[config.mk]
export PLATFORM = sky130hd
export DESIGN_NAME = soln_dispense_seq_flat
export DESIGN_NICKNAME = d
export VERILOG_FILES = /design/src/rtl/soln_dispense_seq_if.sv /design/src/rtl/soln_dispense_seq.sv /design/src/flat_wrapper.sv
export SDC_FILE = /design/constraint.sdc
export NUM_CORES = 1
export LEC_CHECK = 0
export CAP_MARGIN = 20
export CORE_MARGIN = 4
export CORE_UTILIZATION = 35
export DETAILED_ROUTE_END_ITERATION = 12
export GPL_TIMING_DRIVEN = 0
export SETUP_SLACK_MARGIN = 0.05
export SYNTH_ARGS = -nofsm -noshare
export SYNTH_HDL_FRONTEND = slang
export SYNTH_SLANG_ARGS = --single-unit
[constraint.sdc]
create_clock -name clk -period 2.3 [get_ports clk]
set_input_delay 0.69 -clock clk [delete_from_list [all_inputs] [get_ports clk]]
set_output_delay 0.69 -clock clk [all_outputs]
set_load 0.03 [all_outputs]
[src/rtl/soln_dispense_seq_if.sv]
// Control and status bundle for the solution dispense sequencer.
// The master side issues runs and durations. The slave side drives the valves and status.
interface soln_dispense_seq_if #(
    parameter int CNT_W = 16
) ();
    logic             start;
    logic             abort;
    logic [CNT_W-1:0] t_soln2;
    logic [CNT_W-1:0] t_soln3;
    logic [CNT_W-1:0] t_soln1;
    logic [CNT_W-1:0] t_settle;
    logic [CNT_W-1:0] t_collect;
    logic             valve_soln1;
    logic             valve_soln2;
    logic             valve_soln3;
    logic             valve_out;
    logic             busy;
    logic             done;
    logic             aborted;
    logic [2:0]       phase;

    modport master (
        output start, abort, t_soln2, t_soln3, t_soln1, t_settle, t_collect,
        input  valve_soln1, valve_soln2, valve_soln3, valve_out, busy, done, aborted, phase
    );

    modport slave (
        input  start, abort, t_soln2, t_soln3, t_soln1, t_settle, t_collect,
        output valve_soln1, valve_soln2, valve_soln3, valve_out, busy, done, aborted, phase
    );
endinterface

[src/rtl/soln_dispense_seq.sv]
// Timed valve sequencer. It runs S2 -> S3 -> S1 -> SETTLE -> COLLECT -> DONE.
// Phases with a zero duration are skipped, and every output is registered.
module soln_dispense_seq #(
    parameter int CNT_W = 16
) (
    input  logic               clk,
    input  logic               rst_n,
    soln_dispense_seq_if.slave bus
);
    typedef enum logic [2:0] {
        IDLE    = 3'd0,
        S2      = 3'd1,
        S3      = 3'd2,
        S1      = 3'd3,
        SETTLE  = 3'd4,
        COLLECT = 3'd5,
        DONE    = 3'd6
    } state_t;

    localparam int NPH = 5;  // timed phases, indexed by state code minus one

    state_t           state_q, state_d;
    logic [CNT_W-1:0] cnt_q, cnt_d;
    logic [CNT_W-1:0] shd_q  [NPH];
    logic [CNT_W-1:0] dur_in [NPH];
    logic [CNT_W-1:0] dur    [NPH];
    logic [2:0]       search_from;
    state_t           nz_state;
    logic [CNT_W-1:0] nz_dur;
    logic             accept;
    logic             aborted_d;
    logic             v1_q, v2_q, v3_q, vo_q, busy_q, done_q, aborted_q;

    // In IDLE the live inputs are used, because the first phase is chosen on the accepting edge.
    always_comb begin
        dur_in[0] = bus.t_soln2;
        dur_in[1] = bus.t_soln3;
        dur_in[2] = bus.t_soln1;
        dur_in[3] = bus.t_settle;
        dur_in[4] = bus.t_collect;
        for (int k = 0; k < NPH; k++) begin
            dur[k] = (state_q == IDLE) ? dur_in[k] : shd_q[k];
        end
    end

    // Find the first later phase with a nonzero duration. Fall through to DONE if there is none.
    always_comb begin
        search_from = (state_q == IDLE) ? 3'd0 : 3'(state_q);
        nz_state    = DONE;
        nz_dur      = '0;
        for (int k = NPH - 1; k >= 0; k--) begin
            if (k >= int'(search_from) && dur[k] != '0) begin
                nz_state = state_t'(3'(k + 1));
                nz_dur   = dur[k];
            end
        end
    end

    assign accept = (state_q == IDLE) && bus.start && !bus.abort;

    // NOTE: every always_comb output gets a default first so that no path infers a latch.
    always_comb begin
        state_d   = state_q;
        cnt_d     = cnt_q;
        aborted_d = 1'b0;
        if (state_q != IDLE && bus.abort) begin
            state_d   = IDLE;
            cnt_d     = '0;
            aborted_d = 1'b1;
        end else begin
            unique case (state_q)
                IDLE: begin
                    if (accept) begin
                        state_d = nz_state;
                        cnt_d   = nz_dur;
                    end
                end
                DONE: begin
                    state_d = IDLE;
                end
                default: begin
                    // The counter is loaded with the full duration and the phase ends at 1,
                    // so the all-ones duration never wraps.
                    if (cnt_q == CNT_W'(1)) begin
                        state_d = nz_state;
                        cnt_d   = nz_dur;
                    end else begin
                        cnt_d = cnt_q - CNT_W'(1);
                    end
                end
            endcase
        end
    end

    // NOTE: state uses non-blocking assignments so all flops update together on the edge.
    always_ff @(posedge clk or negedge rst_n) begin
        if (!rst_n) begin
            state_q   <= IDLE;
            cnt_q     <= '0;
            v1_q      <= 1'b0;
            v2_q      <= 1'b0;
            v3_q      <= 1'b0;
            vo_q      <= 1'b0;
            busy_q    <= 1'b0;
            done_q    <= 1'b0;
            aborted_q <= 1'b0;
        end else begin
            state_q   <= state_d;
            cnt_q     <= cnt_d;
            v1_q      <= (state_d == S1);
            v2_q      <= (state_d == S2);
            v3_q      <= (state_d == S3);
            vo_q      <= (state_d == COLLECT);
            busy_q    <= (state_d != IDLE);
            done_q    <= (state_d == DONE);
            aborted_q <= aborted_d;
        end
    end

    // NOTE: the shadow array is a small register file with reset, cleared so that no stale durations survive a reset.
    always_ff @(posedge clk or negedge rst_n) begin
        if (!rst_n) begin
            for (int k = 0; k < NPH; k++) shd_q[k] <= '0;
        end else if (accept) begin
            for (int k = 0; k < NPH; k++) shd_q[k] <= dur_in[k];
        end
    end

    assign bus.phase       = state_q;
    assign bus.valve_soln1 = v1_q;
    assign bus.valve_soln2 = v2_q;
    assign bus.valve_soln3 = v3_q;
    assign bus.valve_out   = vo_q;
    assign bus.busy        = busy_q;
    assign bus.done        = done_q;
    assign bus.aborted     = aborted_q;
endmodule

[src/flat_wrapper.sv]
// flat-port wrapper written by rule: the top's interface ports become plain ports
module soln_dispense_seq_flat 
#(
    parameter int CNT_W = 16
)
  (clk, rst_n, bus_start, bus_abort, bus_t_soln2, bus_t_soln3, bus_t_soln1, bus_t_settle, bus_t_collect, bus_valve_soln1, bus_valve_soln2, bus_valve_soln3, bus_valve_out, bus_busy, bus_done, bus_aborted, bus_phase);
  soln_dispense_seq_if #(.CNT_W(CNT_W)) bus_i ();
  input  logic clk;
  input  logic rst_n;
  input wire logic [$bits(bus_i.start)-1:0] bus_start;
  input wire logic [$bits(bus_i.abort)-1:0] bus_abort;
  input wire logic [$bits(bus_i.t_soln2)-1:0] bus_t_soln2;
  input wire logic [$bits(bus_i.t_soln3)-1:0] bus_t_soln3;
  input wire logic [$bits(bus_i.t_soln1)-1:0] bus_t_soln1;
  input wire logic [$bits(bus_i.t_settle)-1:0] bus_t_settle;
  input wire logic [$bits(bus_i.t_collect)-1:0] bus_t_collect;
  output wire logic [$bits(bus_i.valve_soln1)-1:0] bus_valve_soln1;
  output wire logic [$bits(bus_i.valve_soln2)-1:0] bus_valve_soln2;
  output wire logic [$bits(bus_i.valve_soln3)-1:0] bus_valve_soln3;
  output wire logic [$bits(bus_i.valve_out)-1:0] bus_valve_out;
  output wire logic [$bits(bus_i.busy)-1:0] bus_busy;
  output wire logic [$bits(bus_i.done)-1:0] bus_done;
  output wire logic [$bits(bus_i.aborted)-1:0] bus_aborted;
  output wire logic [$bits(bus_i.phase)-1:0] bus_phase;
  assign bus_i.start = bus_start;
  assign bus_i.abort = bus_abort;
  assign bus_i.t_soln2 = bus_t_soln2;
  assign bus_i.t_soln3 = bus_t_soln3;
  assign bus_i.t_soln1 = bus_t_soln1;
  assign bus_i.t_settle = bus_t_settle;
  assign bus_i.t_collect = bus_t_collect;
  assign bus_valve_soln1 = bus_i.valve_soln1;
  assign bus_valve_soln2 = bus_i.valve_soln2;
  assign bus_valve_soln3 = bus_i.valve_soln3;
  assign bus_valve_out = bus_i.valve_out;
  assign bus_busy = bus_i.busy;
  assign bus_done = bus_i.done;
  assign bus_aborted = bus_i.aborted;
  assign bus_phase = bus_i.phase;
  soln_dispense_seq #(.CNT_W(CNT_W)) u_core (.clk(clk), .rst_n(rst_n), .bus(bus_i));
endmodule
==> results of run 1 <==
[worst reg2reg max path: cells and delay by family (launching register included)]
kind,cells,cell delay (ps)
AND/OR/NAND/NOR,2,490
AO/OA/AOI/OAI,4,830
buffers and inverters,4,620
flip-flops,1,430
[stage by stage]
step | worst slack [ps] | std cells | hold slack (ps) | instance area (sq um) | utilization [%]
detailed placement | -1480 | 881 | 525 | 6790 | 44.3
finish | -136 | 961 | 306 | 8620 | 56.3
floorplan | -27.4 | 576 | 394 | 5570 | -
CTS | -35.8 | 938 | 331 | 8120 | 53.0
global placement | -3270 | 880 | 515 | 6760 | 44.2
global route | -193 | 961 | 338 | 8620 | 56.3
[cell families (layout without fill, tap and decap cells)]
family                   count (synthesis)  count (layout)  share of synthesized area, %
AO/OA/AOI/OAI                          130             130                          16.1
XOR/XNOR                                 8               8                          1.27
adder cells (fa/ha/maj)                  2               2                         0.454
buffers and inverters                   42             216                          3.52
flip-flops                              90              90                          40.9
multiplexers                            89              89                          17.6
AND/OR/NAND/NOR                        215             215                          20.1
[path summary, 6_finish.rpt]
check | cells after the start | slack [ps] | endpoint
max in group asynchronous | 2 | 1320 | u_core.shd_q[34]$_DFFE_PN0P_
max | 9 | -140 | u_core.cnt_q[15]$_DFFE_PN0P_
min in group clk | 1 | 540 | u_core.shd_q[11]$_DFFE_PN0P_
max reg2reg | 10 | -130 | u_core.cnt_q[15]$_DFFE_PN0P_
min reg2reg | 1 | 540 | u_core.shd_q[11]$_DFFE_PN0P_
min | 1 | 310 | u_core.shd_q[28]$_DFFE_PN0P_
[routing by layer]
layer,global-route usage [%],share of wire [%],wire (microns)
met1,31.2,41,9190
met2,37.0,47,10400
met3,4.34,6.9,1530
met4,12.4,4.7,1050
met5,0,0,0
[cells in the final DEF, fill, tap and decap left out, drive strengths merged, types with 3 or more instances in the layout]
cell type / netlist / layout
dlymetal6s2s: 0 / 5
o22ai: 5 / 5
a31oi: 15 / 15
nor4: 39 / 39
nand3: 6 / 6
a222oi: 3 / 3
and3: 3 / 3
buf: 22 / 116
or4: 3 / 3
nor2: 45 / 45
a221oi: 4 / 4
mux2i: 25 / 25
nand2b: 6 / 6
or3: 3 / 3
clkbuf: 17 / 46
nand2: 67 / 67
o21a: 3 / 3
dlygate4sd2: 0 / 17
and3b: 3 / 3
a21oi: 28 / 28
clkdlybuf4s50: 0 / 17
o21ai: 25 / 25
a211oi: 3 / 3
a311oi: 3 / 3
dfrtp: 90 / 90
xnor2: 4 / 4
a22oi: 4 / 4
a221o: 4 / 4
and2: 5 / 5
nand4: 13 / 13
o221ai: 10 / 10
inv: 3 / 3
xor2: 4 / 4
o31ai: 5 / 5
nor3b: 4 / 4
nor3: 10 / 10
clkdlybuf4s15: 0 / 10
mux2: 64 / 64
o21bai: 3 / 3
o211ai: 3 / 3
[cell type report]
cell class	count	area, sq um	share of cell area (%)
Buffer	35	355	4.12
Clock buffer	13	260	3.02
Clock inverter	2	12.5	0.145
Inverter	3	11.3	0.131
Multi-Input combinational cell	444	4070	47.2
Sequential cell	90	2250	26.2
Tap cell	211	264	3.06
Timing Repair Buffer	163	1390	16.1
[Yosys cell counts (4+ instances only)]
cell type / n
sky130_fd_sc_hd__a22oi_1: 4
sky130_fd_sc_hd__buf_2: 17
sky130_fd_sc_hd__o21ai_0: 24
sky130_fd_sc_hd__nor2_1: 43
sky130_fd_sc_hd__o22ai_1: 5
sky130_fd_sc_hd__nand4_1: 13
sky130_fd_sc_hd__a21oi_1: 28
sky130_fd_sc_hd__mux2i_1: 25
sky130_fd_sc_hd__dfrtp_1: 90
sky130_fd_sc_hd__nor3_1: 10
sky130_fd_sc_hd__mux2_2: 64
sky130_fd_sc_hd__o221ai_1: 10
sky130_fd_sc_hd__xnor2_1: 4
sky130_fd_sc_hd__o31ai_1: 5
sky130_fd_sc_hd__a221oi_1: 4
sky130_fd_sc_hd__xor2_1: 4
sky130_fd_sc_hd__clkbuf_1: 17
sky130_fd_sc_hd__nand2b_1: 6
sky130_fd_sc_hd__nand2_1: 66
sky130_fd_sc_hd__a221o_1: 4
sky130_fd_sc_hd__a31oi_1: 15
sky130_fd_sc_hd__nor3b_1: 4
sky130_fd_sc_hd__and2_1: 4
sky130_fd_sc_hd__nand3_1: 6
sky130_fd_sc_hd__nor4_1: 38
[state kept, by name, summed over array words and instances, names as in the netlist]
register and cells:
u_core.bus.busy 1, u_core.bus.aborted 1, u_core.bus.valve_out 1, u_core.bus.valve_soln1 1
u_core.bus.done 1, u_core.bus.phase 3, u_core.bus.valve_soln3 1, u_core.shd_q 64
u_core.cnt_q 16, u_core.bus.valve_soln2 1
[what timing repair did]
action,CTS,global route
gates cloned,2,0
pin swaps,67,70
setup buffers,44,26
gates resized for setup,305,162
endpoints found under the setup margin,89,72
[report_power, final]
| part | switching (mW) | total [mW] | leakage, nW | internal, mW |
|---|---|---|---|---|
| logic | 2.82 | 5.37 | 2.22 | 2.55 |
| registers | 0.717 | 2.95 | 1.08 | 2.23 |
| clock network | 0.640 | 1.43 | 0.132 | 0.786 |
==> results.ini, run 1 <==
[route]
routed_antenna_nets=0
vias=5795
routed_via_density=6.03
finalWirelength_microns=22200
detail_route.first_pass.iterations=7
drt_first_iter_violations=643
route.detailed.wl_per_inst_microns=23.1
detail_route.drc_violations=0

[setup_path]
critPathKind=in2reg
timing.critical_path.cells=dlygate4sd2_1, nor4_2, nand4_1, nor2_4, a22oi_2, clkbuf_8, o211ai_1, o2bb2ai_2, a22o_1
crit_path_max_incr_delay_ps=390
crit_arrival_ps=2730
crit-reg2reg-launch=u_core.bus.phase[1]$_DFF_PN0_
path_buf_inv=2
worst_setup_path_end_kind=flop
worstPathMaxFanout=5
startpoint_type=primary input
crit_path_start=bus_t_settle[6]
required_ps=2590
slowest_stage=sky130_fd_sc_hd__o211ai_1
path_delay_family=compound AO/OA/AOI/OAI gates

[final_layout]
nNetsFinal=832
area_growth_pct=56.5
post_route_cells_drive_above_1_share_pct=47.9
final.fill_count=1292
antennaDiodeCount=0

[global_route]
grt_start_max_net_pins=56
grt.overflow.total=0
antenna_found_initial=0
grt_first_pass_wirelength_microns=32600
grt_pass1_vias=5716
gr-usage-all-layers_pct=23.6

[timing]
final_min_period_over_clock_period_pct=106
finalSetupTns_ps=-908
setup_ws_ps=-136
worst_slew_margin_rel_pct=65.6
layout_min_cycle_time_ps=2440
clock.fmax_mhz=411
grt_setup_unrepaired=true
finalSetupViolCount=14
final-max-slew-violation-count=0
worstMarginPinSlew_ps=517
hold_violations=0
finalClockSkew_ps=8.77

[clocking]
clkTransAtPathRegs_ps=60
clock_tree_from_tritoncts=built
post_cts_hold_buffer_count=0
clk_path_buf_depth=2
cts.sink_count=90
htreeDepth=3
cts_inserted_buffers=9
clock_latency_reported_for_the_late_side_of_the_worst_skew_pair_ps=350
cts.root.buffer_cell=sky130_fd_sc_hd__clkbuf_16

[yosys]
synth_cell_type_count=63
nets_in_the_synthesized_netlist=662
synthCells=576
synth-warning-count=0
synthesis.area_per_instance_sq_um=9.56
synth-edff-count=0
synth_top_cells_by_area=sky130_fd_sc_hd__dfrtp_1 (41%), sky130_fd_sc_hd__mux2_2 (13%), sky130_fd_sc_hd__mux2i_1 (4.5%)
synth.cell_area_sq_um=5510
synth.yosys.seq_area_share_pct=40.9
synth.top_cell.area_share_pct=40.9
yosysTopAreaCell=sky130_fd_sc_hd__dfrtp_1
yosys_register_bits=90
ys.flop_type=sky130_fd_sc_hd__dfrtp_1
async_flop_share_pct=100

[place]
gpl.final_weighted_congestion=0.942
hpwl_microns=15000
io_buffer_count=93

[status]
violations_in_the_final_reports=negative setup slack
run_status=finished, violations left

[hold_path]
hold_path_class=in2async

[pwr]
cellPowerDensity_nw_per_um2=1130
p_total_mw=9.75
peakVddDrop_v=0.000483
leakage_nw=3.44

[die]
floorplan.die_area_sq_um=17800
initial_core_util_pct=35.9
die-width_microns=133
io_pins=94
core_region_area_sq_um=15300
core.rowCount=45
die_height_microns=133

[run]
timing.max_cap.violations=0

No activity file was read; power rests on OpenSTA's default activity.
==> run 2, diff against run 1 <==
--- a/config.mk
+++ b/config.mk
@@ -5,6 +5,7 @@
 export SDC_FILE = /design/constraint.sdc
 export NUM_CORES = 1
 export LEC_CHECK = 0
+export ABC_CLOCK_PERIOD_IN_PS = 2300
 export CAP_MARGIN = 20
 export CORE_MARGIN = 4
 export CORE_UTILIZATION = 35
==> results of run 2 <==
No change in the layout: final DEF, timing and power equal those of run 1.
==> run 3, diff against run 2 <==
--- a/config.mk
+++ b/config.mk
@@ -9,6 +9,7 @@
 export CAP_MARGIN = 20
 export CORE_MARGIN = 4
 export CORE_UTILIZATION = 35
+export CTS_BUF_LIST = sky130_fd_sc_hd__clkbuf_8
 export DETAILED_ROUTE_END_ITERATION = 12
 export GPL_TIMING_DRIVEN = 0
 export SETUP_SLACK_MARGIN = 0.05
==> run 3 against run 2 <==
  * The flow still finishes with violations (negative setup slack)
  * Design area fell by 1.6%
  * Worst setup slack got worse by 2.3 ps
  * Utilization fell by 0.89 points
  * Clock power fell by 27%
  * Global-route usage fell by 0.49 points
  * Via count fell by 0.66%
  * Register-to-register slack barely moved
  * Final cell count rose by 0.10%
  * Maximum frequency barely moved
  * Sequential cell count did not move
  * Highest routed layer unchanged
==> results.ini, run 3 (synthesized netlist as in run 1, its figures left out) <==
[setup_path]
slowest_stage=sky130_fd_sc_hd__nor3_1
critical_path_cell_count=8
reg2regPathDepth=8
critPathCapture=u_core.bus.valve_out$_DFF_PN0_
worst_setup_path_end_kind=flop
path_delay_family=simple AND/OR/NAND/NOR gates
path_buf_inv=3
startpoint_type=flop
timing.critical_path.cells=buf_8, or3_4, buf_12, nor3_1, a2111oi_4, a311oi_2, buf_4, and3b_1
worstPathMaxFanout=8
crit_path_max_incr_delay_ps=490
critPathKind=reg2reg
crit_path_start=u_core.bus.phase[1]$_DFF_PN0_
timing.rr.end=u_core.bus.valve_out$_DFF_PN0_
ff2ff_setup_slack_ps=-140
required_ps=2600
crit_arrival_ps=2730
crit-reg2reg-launch=u_core.bus.phase[1]$_DFF_PN0_

[timing]
finalSetupTns_ps=-828
hold_violations=0
layout_min_cycle_time_ps=2440
grt_setup_unrepaired=true
setup_ws_ps=-138
finalClockSkew_ps=10.7
timing.hold.ws_ps=264
final_min_period_over_clock_period_pct=106
worstMarginPinSlew_ps=554
finalSetupViolCount=12
final-max-slew-violation-count=0
worst_slew_margin_rel_pct=62.8
clock.fmax_mhz=410

[pwr]
leakage_nw=3.39
cellPowerDensity_nw_per_um2=1110
peakVddDrop_v=0.000409

[clocking]
clock_latency_reported_for_the_late_side_of_the_worst_skew_pair_ps=400
clock_tree_from_tritoncts=built
cts.sink_count=90
cts_inserted_buffers=9
clkTransAtPathRegs_ps=90
clk_path_buf_depth=2
htreeDepth=3
cts.root.buffer_cell=sky130_fd_sc_hd__clkbuf_8

[die]
floorplan.die_area_sq_um=17800
io_pins=94
initial_core_util_pct=35.9
core.rowCount=45
die-width_microns=133
core_region_area_sq_um=15300
die_height_microns=133

[status]
run_status=finished, violations left
violations_in_the_final_reports=negative setup slack

[place]
hpwl_microns=15000
io_buffer_count=93
gpl.final_weighted_congestion=0.942

[route]
detail_route.first_pass.iterations=9
detail_route.drc_violations=0
finalWirelength_microns=22100
routed_antenna_nets=0
route.detailed.wl_per_inst_microns=22.9
vias=5757
routed_via_density=5.98
drt_first_iter_violations=639

[final_layout]
nNetsFinal=833
top_register=u_core.shd_q
largest_register_ffs=64
layout_commonest_cell=sky130_fd_sc_hd__dfrtp_1
top_library_cells_by_usage_in_the_layout_fill_and_taps_aside=sky130_fd_sc_hd__dfrtp_1 (88), sky130_fd_sc_hd__buf_4 (64), sky130_fd_sc_hd__mux2_2 (64)
area_growth_pct=54.0
finish.utilization_pct=55.4
post_route_cells_drive_above_1_share_pct=46.9
antennaDiodeCount=0

[global_route]
grt_pass1_vias=5627
grt_first_pass_wirelength_microns=32100
grt_start_max_net_pins=56
grt.overflow.total=0
antenna_found_initial=0
gr-usage-all-layers_pct=23.1

[hold_path]
hold_path_class=in2async

[run]
timing.max_cap.violations=0

run 3: changes by cell type in the layout (fill, tap and decap cells not counted), moves of 5 or more:
cell and delta:
sky130_fd_sc_hd__buf_6 -13, sky130_fd_sc_hd__clkbuf_8 +12, sky130_fd_sc_hd__buf_4 +8, sky130_fd_sc_hd__clkbuf_16 -6, sky130_fd_sc_hd__buf_2 -5
run 3: timing repair:
action / 4_1_cts / 5_1_grt
pin swaps: 65 / 68
hold buffers: 0 / 0
buffers inserted: 42 / 24
endpoints found under the setup margin: 89 / 72
gates resized for setup: 285 / 139
cloned: 2 / 4
run 3: power by group:
group	switching (mW)	leakage [nW]	internal [mW]
Clock	0.604	0.0938	0.437
Combinational	2.79	2.21	2.60
Sequential	0.719	1.08	2.23
Total	4.11	3.39	5.27
run 3: worst min-delay path by stage:
stage	startpoint	end	slack, ps	cells after the start
after global placement	u_core.shd_q[11]$_DFFE_PN0P_	u_core.shd_q[11]$_DFFE_PN0P_	510	1
after CTS	rst_n	u_core.shd_q[22]$_DFFE_PN0P_	300	1
after floorplan	rst_n	u_core.bus.aborted$_DFF_PN0_	390	0
after global routing	rst_n	u_core.shd_q[28]$_DFFE_PN0P_	300	1
after detailed placement	u_core.cnt_q[1]$_DFFE_PN0P_	u_core.cnt_q[1]$_DFFE_PN0P_	520	1
final	rst_n	u_core.shd_q[27]$_DFFE_PN0P_	260	1
run 3: worst register-to-register path, cell delays in order, from the launching register on:
cell	delay [ps]
sky130_fd_sc_hd__dfrtp_2	440
sky130_fd_sc_hd__buf_8	140
sky130_fd_sc_hd__or3_4	410
sky130_fd_sc_hd__buf_12	170
sky130_fd_sc_hd__nor3_1	490
sky130_fd_sc_hd__a2111oi_4	110
sky130_fd_sc_hd__a311oi_2	220
sky130_fd_sc_hd__buf_4	190
sky130_fd_sc_hd__and3b_1	180
run 3: area by class of cell:
cell class	count	area, sq um
buffer	34	344
timing repair buffer	165	1390
fill	1306	6830
clock buffer	11	151
inverter	3	11.3
multi-input combinational	444	4040
tap	211	264
clock inverter	4	20.0
sequential	90	2250
run 3: metrics by stage:
| stage | power [mW] | area (sq um) | cells | worst slack [ps] |
|---|---|---|---|---|
| 2_1_floorplan | 5.13 | 5570 | 576 | -27.4 |
| 3_3_place_gp | 6.29 | 6760 | 880 | -3270 |
| 3_5_place_dp | 6.37 | 6790 | 881 | -1480 |
| 4_1_cts | 8.56 | 8030 | 936 | -25.5 |
| 5_1_grt | 9.81 | 8480 | 962 | -229 |
| 6_report | 9.38 | 8480 | 962 | -138 |
run 3: per-layer routing:
metal / GRT usage [%] / share of wire, % / vias up / wire (microns)
met4: 9.14 / 5.1 / 0 / 1120
met3: 5.51 / 6.9 / 68 / 1520
met2: 36.6 / 47 / 297 / 10300
li1: - / - / 2526 / -
met1: 30.7 / 41 / 2866 / 9100
met5: 0 / 0 / - / 0
